File: src/rtl/bus_register_bank_pkg.sv
// Shared constants for the bus register bank: default geometry and the
// register slots the control sequencer addresses by name.
package bus_register_bank_pkg;

  localparam int DEF_WIDTH = 8;
  localparam int DEF_NREGS = 16;
  localparam int DEF_SEL_W = 4;

  typedef enum logic [3:0] {
    REG_A   = 4'd0,
    REG_B   = 4'd1,
    REG_OUT = 4'd2,
    REG_MAR = 4'd3,
    REG_IR  = 4'd4,
    REG_PC  = 4'd9
  } reg_idx_e;

  localparam int DEF_PC_SEL = int'(REG_PC);

endpackage

File: src/rtl/bus_register_bank_if.sv
// Bus-side signals of the register bank; the sequencer/bench is the master.
interface bus_register_bank_if #(
  parameter int WIDTH = 8,
  parameter int SEL_W = 4
);
  logic [SEL_W-1:0] sel;
  logic [WIDTH-1:0] in;
  logic             go;
  logic             load;
  logic             OE;
  logic             CE;
  logic             HLT;
  logic [WIDTH-1:0] Bus_out;
  logic [WIDTH-1:0] curr;
  logic [WIDTH-1:0] count;
  logic             on;
  logic             ack;
  logic             sel_err;

  modport master (
    output sel, in, go, load, OE, CE, HLT,
    input  Bus_out, curr, count, on, ack, sel_err
  );

  modport slave (
    input  sel, in, go, load, OE, CE, HLT,
    output Bus_out, curr, count, on, ack, sel_err
  );
endinterface

File: src/rtl/bus_register_bank_go_edge_sync.sv
// Rising-edge detector for the commit strobe plus the one-cycle acknowledge.
// go_q is loaded during reset so a strobe held through reset never fires.
module go_edge_sync (
  input  logic clk_i,
  input  logic rst_i,
  input  logic go_i,
  output logic go_edge_o,
  output logic ack_o
);

  logic go_q;
  logic ack_q;

  assign go_edge_o = go_i & ~go_q;
  assign ack_o     = ack_q;

  always_ff @(posedge clk_i) begin
    go_q <= go_i;
    if (rst_i) begin
      ack_q <= 1'b0;
    end else begin
      ack_q <= go_edge_o;
    end
  end

endmodule

File: src/rtl/bus_register_bank.sv
// Selectable bank of bus registers; one slot doubles as a program counter
// with count enable and a sticky halt.
module bus_register_bank
  import bus_register_bank_pkg::*;
#(
  parameter int WIDTH  = DEF_WIDTH,
  parameter int NREGS  = DEF_NREGS,
  parameter int SEL_W  = DEF_SEL_W,
  parameter int PC_SEL = DEF_PC_SEL
) (
  input logic               CLK,
  input logic               RESET,
  bus_register_bank_if.slave bus
);

  if (NREGS > (2 ** SEL_W) || PC_SEL >= NREGS || NREGS < 2) begin : g_bad_params
    $error("bus_register_bank: illegal NREGS/SEL_W/PC_SEL combination");
  end

  localparam logic [SEL_W:0] NREGS_W = NREGS[SEL_W:0];

  logic [WIDTH-1:0] regs_q [NREGS];
  logic [WIDTH-1:0] regs_d [NREGS];
  logic             halted_q;
  logic             halted_d;
  logic             go_edge;
  logic             sel_err;
  logic             write_en;
  logic             pc_inc;
  logic [WIDTH-1:0] curr;

  go_edge_sync u_go_edge_sync (
    .clk_i     (CLK),
    .rst_i     (RESET),
    .go_i      (bus.go),
    .go_edge_o (go_edge),
    .ack_o     (bus.ack)
  );

  assign sel_err  = ({1'b0, bus.sel} >= NREGS_W);
  assign write_en = go_edge & bus.load & ~sel_err;
  // Halt requested this cycle already suppresses the increment.
  assign pc_inc   = bus.CE & ~halted_q & ~bus.HLT;
  assign halted_d = halted_q | bus.HLT;

  always_comb begin
    for (int i = 0; i < NREGS; i++) begin
      regs_d[i] = regs_q[i];
    end
    if (pc_inc) begin
      regs_d[PC_SEL] = regs_q[PC_SEL] + WIDTH'(1);
    end
    for (int i = 0; i < NREGS; i++) begin
      if (write_en && bus.sel == i[SEL_W-1:0]) begin
        regs_d[i] = bus.in;
      end
    end
  end

  always_ff @(posedge CLK) begin
    if (RESET) begin
      for (int i = 0; i < NREGS; i++) begin
        regs_q[i] <= '0;
      end
      halted_q <= 1'b0;
    end else begin
      for (int i = 0; i < NREGS; i++) begin
        regs_q[i] <= regs_d[i];
      end
      halted_q <= halted_d;
    end
  end

  always_comb begin
    curr = '0;
    for (int i = 0; i < NREGS; i++) begin
      if (bus.sel == i[SEL_W-1:0]) begin
        curr = regs_q[i];
      end
    end
  end

  assign bus.curr    = curr;
  assign bus.Bus_out = bus.OE ? curr : '0;
  assign bus.count   = regs_q[PC_SEL];
  assign bus.on      = ~halted_q;
  assign bus.sel_err = sel_err;

endmodule

File: src/flat_wrapper.sv
// flat-port wrapper written by rule: the top's interface ports become plain ports
module bus_register_bank_flat import bus_register_bank_pkg::*;
#(
  parameter int WIDTH  = DEF_WIDTH,
  parameter int NREGS  = DEF_NREGS,
  parameter int SEL_W  = DEF_SEL_W,
  parameter int PC_SEL = DEF_PC_SEL
)
  (CLK, RESET, bus_sel, bus_in, bus_go, bus_load, bus_OE, bus_CE, bus_HLT, bus_Bus_out, bus_curr, bus_count, bus_on, bus_ack, bus_sel_err);
  bus_register_bank_if #(.WIDTH(WIDTH), .SEL_W(SEL_W)) bus_i ();
  input logic CLK;
  input logic RESET;
  input wire logic [$bits(bus_i.sel)-1:0] bus_sel;
  input wire logic [$bits(bus_i.in)-1:0] bus_in;
  input wire logic [$bits(bus_i.go)-1:0] bus_go;
  input wire logic [$bits(bus_i.load)-1:0] bus_load;
  input wire logic [$bits(bus_i.OE)-1:0] bus_OE;
  input wire logic [$bits(bus_i.CE)-1:0] bus_CE;
  input wire logic [$bits(bus_i.HLT)-1:0] bus_HLT;
  output wire logic [$bits(bus_i.Bus_out)-1:0] bus_Bus_out;
  output wire logic [$bits(bus_i.curr)-1:0] bus_curr;
  output wire logic [$bits(bus_i.count)-1:0] bus_count;
  output wire logic [$bits(bus_i.on)-1:0] bus_on;
  output wire logic [$bits(bus_i.ack)-1:0] bus_ack;
  output wire logic [$bits(bus_i.sel_err)-1:0] bus_sel_err;
  assign bus_i.sel = bus_sel;
  assign bus_i.in = bus_in;
  assign bus_i.go = bus_go;
  assign bus_i.load = bus_load;
  assign bus_i.OE = bus_OE;
  assign bus_i.CE = bus_CE;
  assign bus_i.HLT = bus_HLT;
  assign bus_Bus_out = bus_i.Bus_out;
  assign bus_curr = bus_i.curr;
  assign bus_count = bus_i.count;
  assign bus_on = bus_i.on;
  assign bus_ack = bus_i.ack;
  assign bus_sel_err = bus_i.sel_err;
  bus_register_bank #(.WIDTH(WIDTH), .NREGS(NREGS), .SEL_W(SEL_W), .PC_SEL(PC_SEL)) u_core (.CLK(CLK), .RESET(RESET), .bus(bus_i));
endmodule
File: config.mk
export PLATFORM = sky130hd
export DESIGN_NAME = bus_register_bank_flat
export DESIGN_NICKNAME = d
export VERILOG_FILES = /design/src/rtl/bus_register_bank_pkg.sv /design/src/rtl/bus_register_bank_if.sv /design/src/rtl/bus_register_bank_go_edge_sync.sv /design/src/rtl/bus_register_bank.sv /design/src/flat_wrapper.sv
export SDC_FILE = /design/constraint.sdc
export NUM_CORES = 1
export LEC_CHECK = 0
export CAP_MARGIN = 20
export CORE_UTILIZATION = 50
export CTS_CLUSTER_DIAMETER = 30
export DETAILED_ROUTE_END_ITERATION = 16
export MAX_ROUTING_LAYER = met4
export PLACE_DENSITY_LB_ADDON = 0.15
export REMOVE_ABC_BUFFERS = 1
export SLEW_MARGIN = 20
export SYNTH_ARGS = -nofsm -noshare
export SYNTH_HDL_FRONTEND = slang
export SYNTH_SLANG_ARGS = --single-unit
File: constraint.sdc
create_clock -name CLK -period 4 [get_ports CLK]
set_input_delay 0.6 -clock CLK [delete_from_list [all_inputs] [get_ports CLK]]
set_output_delay 0.6 -clock CLK [all_outputs]
set_load 0.03 [all_outputs]
==> impl_metrics.py <==
metrics = {
    "synthesis": {
        "synth_area_um2": 6581,
        "synth_ff_type": "dfxtp_1",
        "syn_avg_cell_area_um2": 8.514,
        "synth_edf_count": 0,
        "yosys.area.top_type_share_pct": 39.85,
        "ys_seq_area_share_pct": 39.85,
        "synth_most_common_cell": "dfxtp_1",
        "yosys_warnings": 0,
        "ys_ff_latch": 131,
        "synthTopCellsByArea": "dfxtp_1 40%, mux2i_1 14%, nor2_1 6.9%",
        "async_flop_share_pct": 0,
        "synthTopCellsByCount": "131 x dfxtp_1, 121 x nor2_1, 89 x mux2i_1, 68 x a21oi_1",
        "synth_cell_type_count": 63,
        "synthCells": 773,
        "yosys.area.top_type": "dfxtp_1",
    },
    "pwr": {
        "p_int_mw": 2.494,
        "p_per_area_nw_per_um2": 431.0,
        "p_seq_share_pct": 39.9,
        "pwr-share-clk_pct": 50.6,
        "swShare_pct": 24.56,
        "comb_power_share_pct": 9.5,
        "p_sw_mw": 0.8117,
        "leakage_nw": 2.716,
        "ir_drop_mv": 0.4213,
    },
    "hold_path": {
        "worstHoldStart": "u_core.u_go_edge_sync.go_q$_DFF_P_",
        "hold_class": "register to register",
    },
    "placement": {
        "port_buffers": 44,
        "placedCellCount": 949,
        "hpwlAfterDp_um": 13470,
        "place_congestion": 0.9367,
    },
    "global_routing": {
        "grt_pass1_vias": 5520,
        "grt_util_all_layers_pct": 31.73,
        "overflow": 0,
        "grt_max_degree": 69,
        "grt_pass1_wl_um": 30800,
        "antenna_found_initial": 0,
    },
    "route": {
        "ant_nets": 0,
        "vias_per_cell": 5.969,
        "drt-initial-drc-count": 640,
        "firstDrtPassIters": 5,
        "routed_wl_um": 19810,
        "drc": 0,
        "wire_per_inst_um": 20.20,
        "vias": 5856,
    },
    "clock_tree": {
        "cts-root-buf": "clkbuf_16",
        "clk_pin_slew_ps": 60,
        "tritoncts": "built",
        "clk_latency_ps": 420,
        "clockBufferDepth": 2,
        "h-tree-depth": 4,
        "numClockSinks": 131,
        "cts_buffers": 17,
    },
    "sta": {
        "timing.setup.tns_ps": 0,
        "fin_crit_sh_pct": 96.53,
        "post-route-min-period_ps": 3861,
        "fin_worst_skew_ps": 6.352,
        "report.final.slew_viol_count": 0,
        "grt_setup_unrepaired": "no",
        "tightest_slew_ps": 1003,
        "fmax_mhz": 259.0,
        "maxSlewHeadroom_pct": 32.95,
        "hold_viol": 0,
        "setup_violations": 0,
    },
    "final_layout": {
        "layout.nets": 816,
        "final_core_util_pct": 60.28,
        "fill_cells": 1146,
        "multiInputGateArea_um2": 3553,
        "regArea_um2": 2623,
        "diodes": 0,
        "drive_gt1_share_pct": 12.48,
        "final_cells": 981,
        "syn_to_final_growth_pct": 16.52,
    },
    "floorplanning": {
        "ios": 46,
        "die_area_um2": 13630,
        "rows": 41,
        "coreArea_um2": 12720,
        "die_w_um": 116.7,
        "die_y_um": 116.7,
        "initial_core_util_pct": 51.73,
    },
    "setup_path": {
        "worstPathArrival_ps": 3260,
        "cp-start-kind": "primary input",
        "reg2reg_from": "u_core.u_go_edge_sync.go_q$_DFF_P_",
        "worst-path-max-fanout": 9,
        "cp.required_ps": 3400,
        "cp-end-kind": "primary output",
        "critical_path.startpoint": "bus_sel[3]",
        "path_class": "primary input to primary output",
    },
    "flow_run": {
        "maxCapViolCount": 0,
    },
    "outcome": {
        "status": "finished, final reports clean",
    },
}
cells by family after synthesis:
| family | Yosys count | synth area share (%) |
|---|---|---|
| xor+xnor | 6 | 0.7985 |
| simple gates | 261 | 19.11 |
| mux | 96 | 15.25 |
| buf+inv | 76 | 6.255 |
| other cells | 1 | 0.05698 |
| fa+ha+maj | 1 | 0.1901 |
| compound gates | 201 | 18.50 |
| flops | 131 | 39.85 |
layer usage:
metal	share of wire [%]	up-vias	global-route usage, %	wire length, um
li1	-	2763	-	-
met1	42	2794	40.01	8359
met2	47	259	49.47	9340
met3	8.2	40	7.525	1624
met4	2.5	0	11.48	489
met5	0	-	-	0
what timing repair did:
item / CTS / global route
buffers inserted: 0 / 0
setup endpoints to repair: 0 / 1
hold buffers: 0 / 0
resized for setup: 0 / 1
critical path, stage by stage:
cell and delay (ps):
clkdlybuf4s50_1 740, or4b_1 540, o21a_1 150, a22oi_1 180
o21ai_1 190, a31o_1 270, clkdlybuf4s50_1 590
sequential cells by signal (all words and copies together) (netlist names):
signal                       count
u_core.regs_q                  128
u_core.halted_q                  1
u_core.u_go_edge_sync.go_q       1
u_core.u_go_edge_sync.ack_o      1
power by group through the flow:
| stage | sequential [mW] | combinational, mW | clock, mW |
|---|---|---|---|
| final | 1.32 | 0.314 | 1.67 |
| after global routing | 1.32 | 0.333 | 1.75 |
| after CTS | 1.32 | 0.309 | 1.69 |
| after detailed placement | 1.35 | 0.308 | 0 |
| after global placement | 1.35 | 0.303 | 0 |
| after floorplan | 1.35 | 0.130 | 0 |
cells in the final DEF (no fill, tap or decap), types with 9 or more instances in the layout:
cell,count
nand2b_1,13
nand2_1,67
a21oi_1,68
nor3_1,9
dfxtp_1,131
clkbuf_16,17
buf_4,37
nor2_1,121
clkdlybuf4s50_1,32
o22ai_1,11
a211oi_1,9
mux2i_1,89
o21ai_0,67
metrics by stage:
stage	total power, mW	setup WS (ps)	hold slack [ps]	cell area, um2
after floorplan	1.480	1179	387.8	6203
after global placement	1.651	241.1	395.3	7027
after detailed placement	1.656	117.7	405.7	7027
after CTS	3.317	135.9	410.8	7662
after global routing	3.400	78.72	449.0	7669
final	3.305	138.7	408.8	7669
cell type report:
| class | instances | area share (%) |
|---|---|---|
| clock buffer | 20 | 5.955 |
| sequential | 131 | 34.20 |
| tap | 172 | 2.806 |
| timing repair buffer | 71 | 7.930 |
| clock inverter | 12 | 2.333 |
| multi-input combinational | 566 | 46.34 |
| inverter | 9 | 0.4405 |
path summary, 6_finish.rpt:
| path | endpoint | slack, ps | cells past startpoint |
|---|---|---|---|
| worst max-delay path | bus_Bus_out[1] | 140 | 7 |
| worst min-delay path | u_core.u_go_edge_sync.ack_o$_SDFF_PP0_ | 410 | 1 |
| worst max register to register | u_core.regs_q[0][35]$_SDFFE_PP0P_ | 1640 | 5 |
| worst min register to register | u_core.u_go_edge_sync.ack_o$_SDFF_PP0_ | 410 | 1 |
Note: power is estimated with default switching activity, not from simulation.
